`src/rtl/game_status_tracker_pkg.sv`:
```
// -----------------------------------------------------------------------------
// game_status_tracker_pkg
// Shared constants and types for the game status tracker:
//   - default game parameters (lives, score prescale, blink half period)
//   - output field widths and the saturating BCD score limit
//   - tracker FSM state encoding
// -----------------------------------------------------------------------------
package game_status_tracker_pkg;

  // Default game parameters (overridable on the top module).
  localparam int DEF_MAX_LIFE          = 4;
  localparam int DEF_TICKS_PER_POINT   = 100;
  localparam int DEF_BLINK_HALF_PERIOD = 25;

  // Output field widths.
  localparam int LIFE_LENGTH  = 3;
  localparam int SCORE_LENGTH = 16;

  // Score saturates here: four BCD nines.
  localparam logic [SCORE_LENGTH-1:0] SCORE_MAX_BCD = 16'h9999;

  // Tracker FSM states.
  typedef enum logic [1:0] {
    ST_IDLE     = 2'd0,
    ST_RUNNING  = 2'd1,
    ST_FINISHED = 2'd2
  } tracker_state_t;

  // Counter width for a modulus-n counter; never narrower than one bit so a
  // modulus of 1 still yields a legal vector.
  function automatic int cnt_width(input int n);
    return (n > 1) ? $clog2(n) : 1;
  endfunction

endpackage

```
`src/rtl/game_status_tracker_bcd_score_counter.sv`:
```
// -----------------------------------------------------------------------------
// game_status_tracker_bcd_score_counter
// Four-digit BCD up-counter with digit-wise ripple carry, saturating at 9999.
// Ports:
//   CLK    in  1   clock, rising edge
//   RESET  in  1   asynchronous active-high reset, VALUE -> 0
//   CLEAR  in  1   synchronous clear (takes priority over INC)
//   INC    in  1   add one point on this edge
//   VALUE  out 16  registered BCD value, [15:12] = thousands
// -----------------------------------------------------------------------------
module game_status_tracker_bcd_score_counter
  import game_status_tracker_pkg::*;
(
  input  logic                    CLK,
  input  logic                    RESET,
  input  logic                    CLEAR,
  input  logic                    INC,
  output logic [SCORE_LENGTH-1:0] VALUE
);

  logic [SCORE_LENGTH-1:0] r_value;
  logic [SCORE_LENGTH-1:0] w_next;
  logic                    w_carry;

  // Ripple a carry from the units digit upward: every digit that was 9 wraps
  // to 0 and passes the carry on; the first digit below 9 absorbs it.
  always_comb begin
    w_next  = r_value;
    w_carry = 1'b1;
    for (int d = 0; d < 4; d++) begin
      if (w_carry) begin
        if (r_value[d*4 +: 4] == 4'd9) begin
          w_next[d*4 +: 4] = 4'd0;
        end else begin
          w_next[d*4 +: 4] = r_value[d*4 +: 4] + 4'd1;
          w_carry          = 1'b0;
        end
      end
    end
  end

  always_ff @(posedge CLK or posedge RESET) begin
    if (RESET) begin
      r_value <= '0;
    end else if (CLEAR) begin
      r_value <= '0;
    end else if (INC && (r_value != SCORE_MAX_BCD)) begin
      r_value <= w_next;
    end
  end

  assign VALUE = r_value;

endmodule

```
`src/rtl/game_status_tracker.sv`:
```
// -----------------------------------------------------------------------------
// game_status_tracker
// Consumes the referee outputs and keeps the player-facing game status:
// lives left, survival score (BCD, one point per TICKS_PER_POINT cycles),
// session high score, new-record flag and the invincibility blink.
//
// Handshake: there is no valid/ready flow here. Every input is a level sampled
// on the CLK rising edge; HURT/RECOVER are turned into one event per rising
// edge, START is a level in IDLE and a rising edge in FINISHED. Every output is
// registered and changes one rising edge after the input that caused it.
//
// Ports:
//   CLK            in  1   game clock, rising edge
//   RESET          in  1   asynchronous active-high reset
//   START          in  1   game start request (level)
//   HURT           in  1   referee hurt pulse
//   RECOVER        in  1   referee recover pulse
//   INVINCIBLE     in  1   referee invincibility level
//   OVER           in  1   referee game-over level
//   LIFE           out 3   lives remaining, 0..MAX_LIFE
//   SCORE_BCD      out 16  current score, 4 BCD digits
//   HIGH_SCORE_BCD out 16  best score since reset, 4 BCD digits
//   SQUARE_VISIBLE out 1   player square drawn when 1
//   NEW_RECORD     out 1   last finished game set a new high score
//   DBG_STATE      out 2   tracker FSM state (debug observation)
// -----------------------------------------------------------------------------
module game_status_tracker
  import game_status_tracker_pkg::*;
#(
  parameter int MAX_LIFE          = DEF_MAX_LIFE,
  parameter int TICKS_PER_POINT   = DEF_TICKS_PER_POINT,
  parameter int BLINK_HALF_PERIOD = DEF_BLINK_HALF_PERIOD
) (
  input  logic                    CLK,
  input  logic                    RESET,
  input  logic                    START,
  input  logic                    HURT,
  input  logic                    RECOVER,
  input  logic                    INVINCIBLE,
  input  logic                    OVER,
  output logic [LIFE_LENGTH-1:0]  LIFE,
  output logic [SCORE_LENGTH-1:0] SCORE_BCD,
  output logic [SCORE_LENGTH-1:0] HIGH_SCORE_BCD,
  output logic                    SQUARE_VISIBLE,
  output logic                    NEW_RECORD,
  output logic [1:0]              DBG_STATE
);

  localparam int PRESC_W = cnt_width(TICKS_PER_POINT);
  localparam int BLINK_W = cnt_width(BLINK_HALF_PERIOD);

  localparam logic [PRESC_W-1:0]     PRESC_LAST = PRESC_W'(TICKS_PER_POINT - 1);
  localparam logic [BLINK_W-1:0]     BLINK_LAST = BLINK_W'(BLINK_HALF_PERIOD - 1);
  localparam logic [LIFE_LENGTH-1:0] LIFE_FULL  = LIFE_LENGTH'(MAX_LIFE);

  tracker_state_t          r_state;
  logic [LIFE_LENGTH-1:0]  r_life;
  logic [SCORE_LENGTH-1:0] r_high;
  logic                    r_new_record;
  logic [PRESC_W-1:0]      r_presc;
  logic [BLINK_W-1:0]      r_blink_cnt;
  logic                    r_visible;
  logic                    r_hurt_q;
  logic                    r_rec_q;
  logic                    r_start_q;

  logic                    w_hurt_evt;
  logic                    w_rec_evt;
  logic                    w_start_rise;
  logic                    w_game_start;
  logic                    w_tick;
  logic [SCORE_LENGTH-1:0] w_score;

  assign w_hurt_evt   = HURT    & ~r_hurt_q;
  assign w_rec_evt    = RECOVER & ~r_rec_q;
  assign w_start_rise = START   & ~r_start_q;

  // A new game begins on START level from IDLE, but only on a fresh START
  // edge from FINISHED so a START held through game-over does not restart.
  assign w_game_start = ((r_state == ST_IDLE) && START) ||
                        ((r_state == ST_FINISHED) && w_start_rise);

  // OVER freezes the score in its cycle, so it masks the point tick.
  assign w_tick = (r_state == ST_RUNNING) && !OVER && (r_presc == PRESC_LAST);

  game_status_tracker_bcd_score_counter u_score (
    .CLK   (CLK),
    .RESET (RESET),
    .CLEAR (w_game_start),
    .INC   (w_tick),
    .VALUE (w_score)
  );

  // Game FSM together with prescaler, lives and high score.
  always_ff @(posedge CLK or posedge RESET) begin
    if (RESET) begin
      r_state      <= ST_IDLE;
      r_life       <= LIFE_FULL;
      r_high       <= '0;
      r_new_record <= 1'b0;
      r_presc      <= '0;
      r_hurt_q     <= 1'b0;
      r_rec_q      <= 1'b0;
      r_start_q    <= 1'b0;
    end else begin
      r_hurt_q  <= HURT;
      r_rec_q   <= RECOVER;
      r_start_q <= START;
      case (r_state)
        ST_IDLE: begin
          r_presc <= '0;
          if (START) begin
            r_state      <= ST_RUNNING;
            r_life       <= LIFE_FULL;
            r_new_record <= 1'b0;
          end
        end
        ST_RUNNING: begin
          if (OVER) begin
            r_state <= ST_FINISHED;
            r_life  <= '0;
            // Packed BCD orders the same as binary, so a plain compare works.
            if (w_score > r_high) begin
              r_high       <= w_score;
              r_new_record <= 1'b1;
            end
          end else begin
            r_presc <= w_tick ? '0 : r_presc + PRESC_W'(1);
            // Hurt wins over a coincident recover.
            if (w_hurt_evt) begin
              if (r_life != '0) r_life <= r_life - LIFE_LENGTH'(1);
            end else if (w_rec_evt) begin
              if (r_life != LIFE_FULL) r_life <= r_life + LIFE_LENGTH'(1);
            end
          end
        end
        ST_FINISHED: begin
          if (w_start_rise) begin
            r_state      <= ST_RUNNING;
            r_life       <= LIFE_FULL;
            r_new_record <= 1'b0;
            r_presc      <= '0;
          end
        end
        default: begin
          r_state <= ST_IDLE;
        end
      endcase
    end
  end

  // Invincibility blink: visible for one half period, hidden for the next,
  // starting visible. Anything other than invincible-while-running forces the
  // square visible and restarts the phase.
  always_ff @(posedge CLK or posedge RESET) begin
    if (RESET) begin
      r_visible   <= 1'b1;
      r_blink_cnt <= '0;
    end else if ((r_state == ST_RUNNING) && INVINCIBLE) begin
      if (r_blink_cnt == BLINK_LAST) begin
        r_blink_cnt <= '0;
        r_visible   <= ~r_visible;
      end else begin
        r_blink_cnt <= r_blink_cnt + BLINK_W'(1);
      end
    end else begin
      r_visible   <= 1'b1;
      r_blink_cnt <= '0;
    end
  end

  assign LIFE           = r_life;
  assign SCORE_BCD      = w_score;
  assign HIGH_SCORE_BCD = r_high;
  assign SQUARE_VISIBLE = r_visible;
  assign NEW_RECORD     = r_new_record;
  assign DBG_STATE      = r_state;

endmodule

```
`config.mk`:
```
export PLATFORM = sky130hd
export DESIGN_NAME = game_status_tracker
export DESIGN_NICKNAME = d
export VERILOG_FILES = /design/src/rtl/game_status_tracker_pkg.sv /design/src/rtl/game_status_tracker_bcd_score_counter.sv /design/src/rtl/game_status_tracker.sv
export SDC_FILE = /design/constraint.sdc
export NUM_CORES = 1
export LEC_CHECK = 0
export CORE_MARGIN = 2
export CORE_UTILIZATION = 46
export CTS_BUF_LIST = sky130_fd_sc_hd__clkbuf_16
export DETAILED_ROUTE_END_ITERATION = 10
export PLACE_DENSITY = 0.69
export SYNTH_ARGS = -nofsm -noshare
export SYNTH_HDL_FRONTEND = slang
export SYNTH_SLANG_ARGS = --single-unit
```
`constraint.sdc`:
```
create_clock -name CLK -period 2.45 [get_ports CLK]
set_input_delay 0.245 -clock CLK [delete_from_list [all_inputs] [get_ports CLK]]
set_output_delay 0.245 -clock CLK [all_outputs]
set_load 0.01 [all_outputs]
```
=== After elaboration in Yosys (flattened, before gate mapping) ===
Cells that the tools add are included.

* Register bits after elaboration: 54
* Latch bits: 0
* Memory bits (writable): 0
* Memory bits (read-only): 0
* Input bits: 7
* Output and inout port bits: 39
* Memories: 0

* Add/subtract/negate cells: 8
* Multipliers: 0
* Divide/modulo/power cells: 0
* $lt $le $gt $ge: 1
* Eq/ne operators: 19
* Shift-type cells: 0
* Multiplexer cells: 39
* Bitwise operators: 7
* Reduce and logical (&&, ||, !) cells: 23

{| class="wikitable"
|+ Operators by type and width
! kind !! number
|-
| two-way mux 16 bit || 2
|-
| two-way mux 4 bit || 7
|-
| two-way mux 3 bit || 7
|-
| two-way mux 7 bit || 3
|-
| case mux 7 bit (3 select lines) || 1
|-
| adder 4 x 1 -> 4 bit (second input constant) || 4
|-
| == test 4 bit (second input constant) || 4
|-
| greater-than comparator 16 bit || 1
|-
| != test 16 bit (second input constant) || 1
|-
| two-way mux 1 bit || 11
|-
| two-way mux 5 bit || 2
|-
| case mux 3 bit (3 select lines) || 1
|-
| AND reduction 3 bit || 3
|-
| != test 2 bit (second input constant) || 4
|-
| != test 4 x 3 -> 1 bit (second input constant) || 2
|-
| nonzero test 2 bit || 4
|-
| adder 7 x 1 -> 7 bit (second input constant) || 1
|-
| == test 7 bit (second input constant) || 1
|-
| logical AND 1 bit || 6
|-
| two-way mux 2 bit || 3
|-
| case mux 2 bit (3 select lines) || 1
|-
| AND reduction 2 bit || 3
|-
| AND reduction 6 bit || 1
|-
| nonzero test 3 bit || 2
|-
| 16 further kinds || 22
|}

=== Logic depth before layout (Yosys ltp) ===
Gate-level depths: netlist of run 1.

* Depth after elaboration: 7
* Mapped depth: 9
* Gate-level depth less buffers: 7

=== Cells and area by module ===
Synthesis of run 1 repeated with hierarchy kept, for this count alone.

* Cell total of the unflattened synthesis: 299
* Area, all modules: 3,144.3 µm²

{| class="wikitable"
|+ By module, submodules not included
! module !! instances !! cells each !! area an instance (µm²) !! sequential area each (µm²)
|-
| game_status_tracker || 1 || 195 || 2,134.5 || 953.4
|-
| game_status_tracker_bcd_score_counter || 1 || 104 || 1,009.7 || 400.4
|}

=== Least setup slack after synthesis of run 1 ===
No wires, ideal clock.

* Kind: flip-flop to flip-flop
* Start point: register u_score.r_value[14], in the netlist u_score.VALUE[14]
* End point: register r_high[10], in the netlist HIGH_SCORE_BCD[10]
* Arrival time: 2.216 ns
* Required time: 2.325 ns
* Path slack: 0.109 ns
* Stages on the path, launching flop included: 9
* Buffers on the path: 2
* Period minus slack after synthesis: 2.341 ns
* Cells stage by stage: dfrtp_1 -> ha_1 -> nand4_2 -> or4_1 -> a21oi_1 -> o31a_1 -> buf_6 -> buf_12 -> mux2_4

* Word-level cells in the longest chain between the ends: 2

{| class="wikitable"
|+ Ends and longest elaborated chain
! element !! RTL line !! RTL
|-
| start: declaration || game_status_tracker_bcd_score_counter.sv:21 || <nowiki>logic [SCORE_LENGTH-1:0] r_value;</nowiki>
|-
| start signal: assignment || game_status_tracker_bcd_score_counter.sv:48 || <nowiki>r_value <= w_next;</nowiki>
|-
| greater-than comparator 16 bit || game_status_tracker.sv:123 || <nowiki>if (w_score > r_high) begin</nowiki>
|-
| AND reduction 3 bit (no source line) || n/a ||
|-
| end signal: assignment || game_status_tracker.sv:124 || <nowiki>r_high <= w_score;</nowiki>
|-
| end: declaration || game_status_tracker.sv:58 || <nowiki>logic [SCORE_LENGTH-1:0] r_high;</nowiki>
|}

Every way passes these cells.
A chain may end at the register's enable or synchronous reset.

=== Worst setup path after layout of run 1 ===
* Start point: register u_score.r_value[15], in the netlist u_score.VALUE[15]
* End point: register r_high[0], in the netlist HIGH_SCORE_BCD[0]

The elaborated chain is that of the path after synthesis.

==> flow_summary.json, run 1 <==
{
  "fin_setup_tns_ns": 0,
  "slew_viol_final": 0,
  "dp_hpwl_um": 4930,
  "arrival_ns": 2.57,
  "cts_tree": "done",
  "area_growth_pct": 31.1,
  "synth-simple-area-share_pct": 17.4,
  "ys_seq_area_share_pct": 43.8,
  "p_total_w": 0.00217,
  "period_minus_slack_ns": 2.40,
  "gp_congestion": 0.803,
  "final_cell_mix": "dfrtp_1, clkdlybuf4s50_1, inv_1, nor2_1, buf_4",
  "cts_buffers": 5,
  "synth_area_mm2": 0.00309,
  "layout.nets": 415,
  "p_leak_nw": 1.82,
  "drtPass1Iterations": 5,
  "grt_overflow_total": 0,
  "final_area_mm2": 0.00405,
  "drt-initial-drc-count": 108,
  "cts_hold_buf": 0,
  "synth_top_family_by_area": "simple AND/OR/NAND/NOR gates",
  "grt_pass1_vias": 2493,
  "vias": 2455,
  "setup_violations": 0,
  "start_util_pct": 48.1,
  "boundaryPins": 46,
  "clock_path_buffers": 2,
  "wirelength_um": 6980,
  "async_reset_ff_share_pct": 100,
  "r2r_cells": 8,
  "reg2reg_slack_ns": 0.05,
  "r2r-end": "HIGH_SCORE_BCD[0]$_DFFE_PP0P_",
  "cp.required_ns": 2.62,
  "drv_cap": 0,
  "crit_type": "flip-flop to flip-flop",
  "final_common_cell": "dfrtp_1",
  "synth-compound-area-share_pct": 11.3,
  "wire_per_inst_um": 15.2,
  "wl_met2_um": 3200,
  "portBuffers": 45,
  "crit_path_end_kind": "flip-flop",
  "critPathLaunchType": "flip-flop",
  "die_w_um": 86.0,
  "finClkSkew_ns": 0.00494,
  "highest_layer": "met4",
  "wl_met1_um": 3490,
  "fp-row-count": 29,
  "rr_startpoint": "u_score.VALUE[15]$_DFFE_PP0P_",
  "met3_length_um": 237,
  "synth_cell_types": 52,
  "synthXorXnorAreaFrac_pct": 2.55,
  "yosysWarnings": 0,
  "clkSinkCount": 54,
  "drc": 0,
  "drive_above_1_share_pct": 17.3,
  "htreeDepth": 2,
  "antenna_found_initial": 0,
  "synth_edf_count": 0,
  "grt_max_degree": 32,
  "status": "finished, final reports clean",
  "worstMarginPinSlew_ns": 0.543,
  "power_density_mw_per_mm2": 536,
  "synth_adder_area_share_pct": 11.6,
  "root_buffer": "clkbuf_16",
  "placed_area_mm2": 0.00377,
  "grt_usage_pct": 19.7,
  "syn_area_per_cell_um2": 10.1,
  "max_freq_mhz": 417,
  "ir_worst_vdd_v": 0.000357,
  "fp.dieH_um": 86.0,
  "dieArea_mm2": 0.00739,
  "clk_latency_ns": 0.29,
  "hold_path_class": "primary input to asynchronous set/reset pin",
  "crit_fanout": 6,
  "ant_nets": 0,
  "yosys_most_used_dff": "dfrtp_1",
  "via_per_inst": 5.36,
  "relSlewSlack_pct": 63.7,
  "path_clk_slew_ns": 0.07,
  "synth_mux_area_share_pct": 8.06,
  "synthesis.nets": 340,
  "finalCritPeriodShare_pct": 97.9,
  "ys_seq_elements": 54,
  "grt_pass1_wl_um": 11700,
  "hold_viol_final": 0,
  "diodes": 0,
  "core_area_mm2": 0.00642,
  "synth_cells": 305
}
-- cell families after synthesis --
logic type | after synthesis
and+or+nand+nor | 99
AOI/OAI and AO/OA | 56
DFF | 54
buffers and inverters | 37
adders and majority gates | 28
muxes | 22
xor gates and xnor gates | 9
-- state kept, by name, indices dropped and copies added (netlist names) --
name and flops:
DBG_STATE 2, HIGH_SCORE_BCD 16, LIFE 3, NEW_RECORD 1, SQUARE_VISIBLE 1, r_blink_cnt 5, r_hurt_q 1, r_presc 7
r_rec_q 1, r_start_q 1, u_score.VALUE 16
-- how the worst max path moves through the flow --
stage                                    from                        endpoint  slack [ns]  cells after the start
3_5_place_dp   HIGH_SCORE_BCD[14]$_DFFE_PP0P_   HIGH_SCORE_BCD[0]$_DFFE_PP0P_        0.06                      8
6_report        u_score.VALUE[15]$_DFFE_PP0P_   HIGH_SCORE_BCD[0]$_DFFE_PP0P_        0.05                      8
3_3_place_gp   HIGH_SCORE_BCD[14]$_DFFE_PP0P_  HIGH_SCORE_BCD[14]$_DFFE_PP0P_        0.14                      8
2_1_floorplan   u_score.VALUE[14]$_DFFE_PP0P_  HIGH_SCORE_BCD[10]$_DFFE_PP0P_        0.11                      8
5_1_grt        HIGH_SCORE_BCD[14]$_DFFE_PP0P_  HIGH_SCORE_BCD[12]$_DFFE_PP0P_       -0.03                      9
4_1_cts        HIGH_SCORE_BCD[14]$_DFFE_PP0P_   HIGH_SCORE_BCD[0]$_DFFE_PP0P_        0.03                      8
-- per-layer routing --
metal / vias to the layer above / global-route usage (%)
met3: 4 / 2.98
met1: 1188 / 28.3
met2: 47 / 30.7
met4: 0 / 5.92
li1: 1216 / -
met5: - / 0
-- worst max-delay path, stage by stage, from the launching register on --
cell     delay [ns]
dfrtp_1        0.41
ha_4           0.30
nand4_4        0.12
or4_4          0.55
a21oi_2        0.12
o31a_1         0.21
buf_4          0.14
buf_6          0.11
mux2_2         0.33
-- final cells by class --
| cell class | count | area [µm²] |
|---|---|---|
| Fill cell | 510 | 2370 |
| Multi-Input combinational cell | 214 | 1640 |
| Sequential cell | 54 | 1350 |
| Timing Repair Buffer | 76 | 716 |
| Clock buffer | 5 | 125 |
| Inverter | 29 | 109 |
| Tap cell | 77 | 96.3 |
| Clock inverter | 3 | 12.5 |
-- per-stage QoR --
stage	std cells	hold WS [ns]	util, %	setup slack [ns]
2_1_floorplan	305	0.276	-	0.109
3_3_place_gp	441	0.481	58.7	0.142
3_5_place_dp	441	0.482	58.7	0.0607
4_1_cts	449	0.351	60.9	0.0339
5_1_grt	458	0.384	63.1	-0.0253
6_report	458	0.328	63.1	0.0504
-- cell usage after synthesis (3+ instances only) --
master    count  area, µm²
mux2i_1      11        110
nand2_1      14       52.6
mux2_2        7       78.8
nand2b_1      4       25.0
nand4_1       4       25.0
nor2b_1       9       56.3
and3b_1       4       35.0
inv_1        29        109
mux2_4        4       60.1
xor2_1        4       35.0
nand3_1      13       65.1
o21ai_0      18       90.1
nor4_1        4       25.0
clkbuf_1      4       15.0
ha_1         27        338
nor2_1       27        101
dfrtp_1      52       1300
nor3_1        7       35.0
or4_1         3       22.5
a21oi_1      18       90.1
xnor2_1       5       43.8
-- where the power goes --
| part | switching (W) | internal, W | leakage, nW | total (W) |
|---|---|---|---|---|
| combinational | 0.000250 | 0.000212 | 1.04 | 0.000462 |
| clock | 0.000309 | 0.000371 | 0.0724 | 0.000679 |
| sequential | 0.0000789 | 0.000950 | 0.710 | 0.00103 |
-- what timing repair did --
item / in CTS / in global routing
gates resized for setup: 0 / 10
buffers inserted: 0 / 9
endpoints found under the setup margin: 0 / 11
Note: power is estimated with default switching activity, not from simulation.
==> run 2: changes to the inputs <==
--- a/config.mk
+++ b/config.mk
@@ -8,6 +8,7 @@
 export CORE_MARGIN = 2
 export CORE_UTILIZATION = 46
 export CTS_BUF_LIST = sky130_fd_sc_hd__clkbuf_16
+export CTS_CLUSTER_DIAMETER = 80
 export DETAILED_ROUTE_END_ITERATION = 10
 export PLACE_DENSITY = 0.69
 export SYNTH_ARGS = -nofsm -noshare
==> results of run 2 <==
Same layout as run 1: the final DEF is identical, and so are final timing and power.
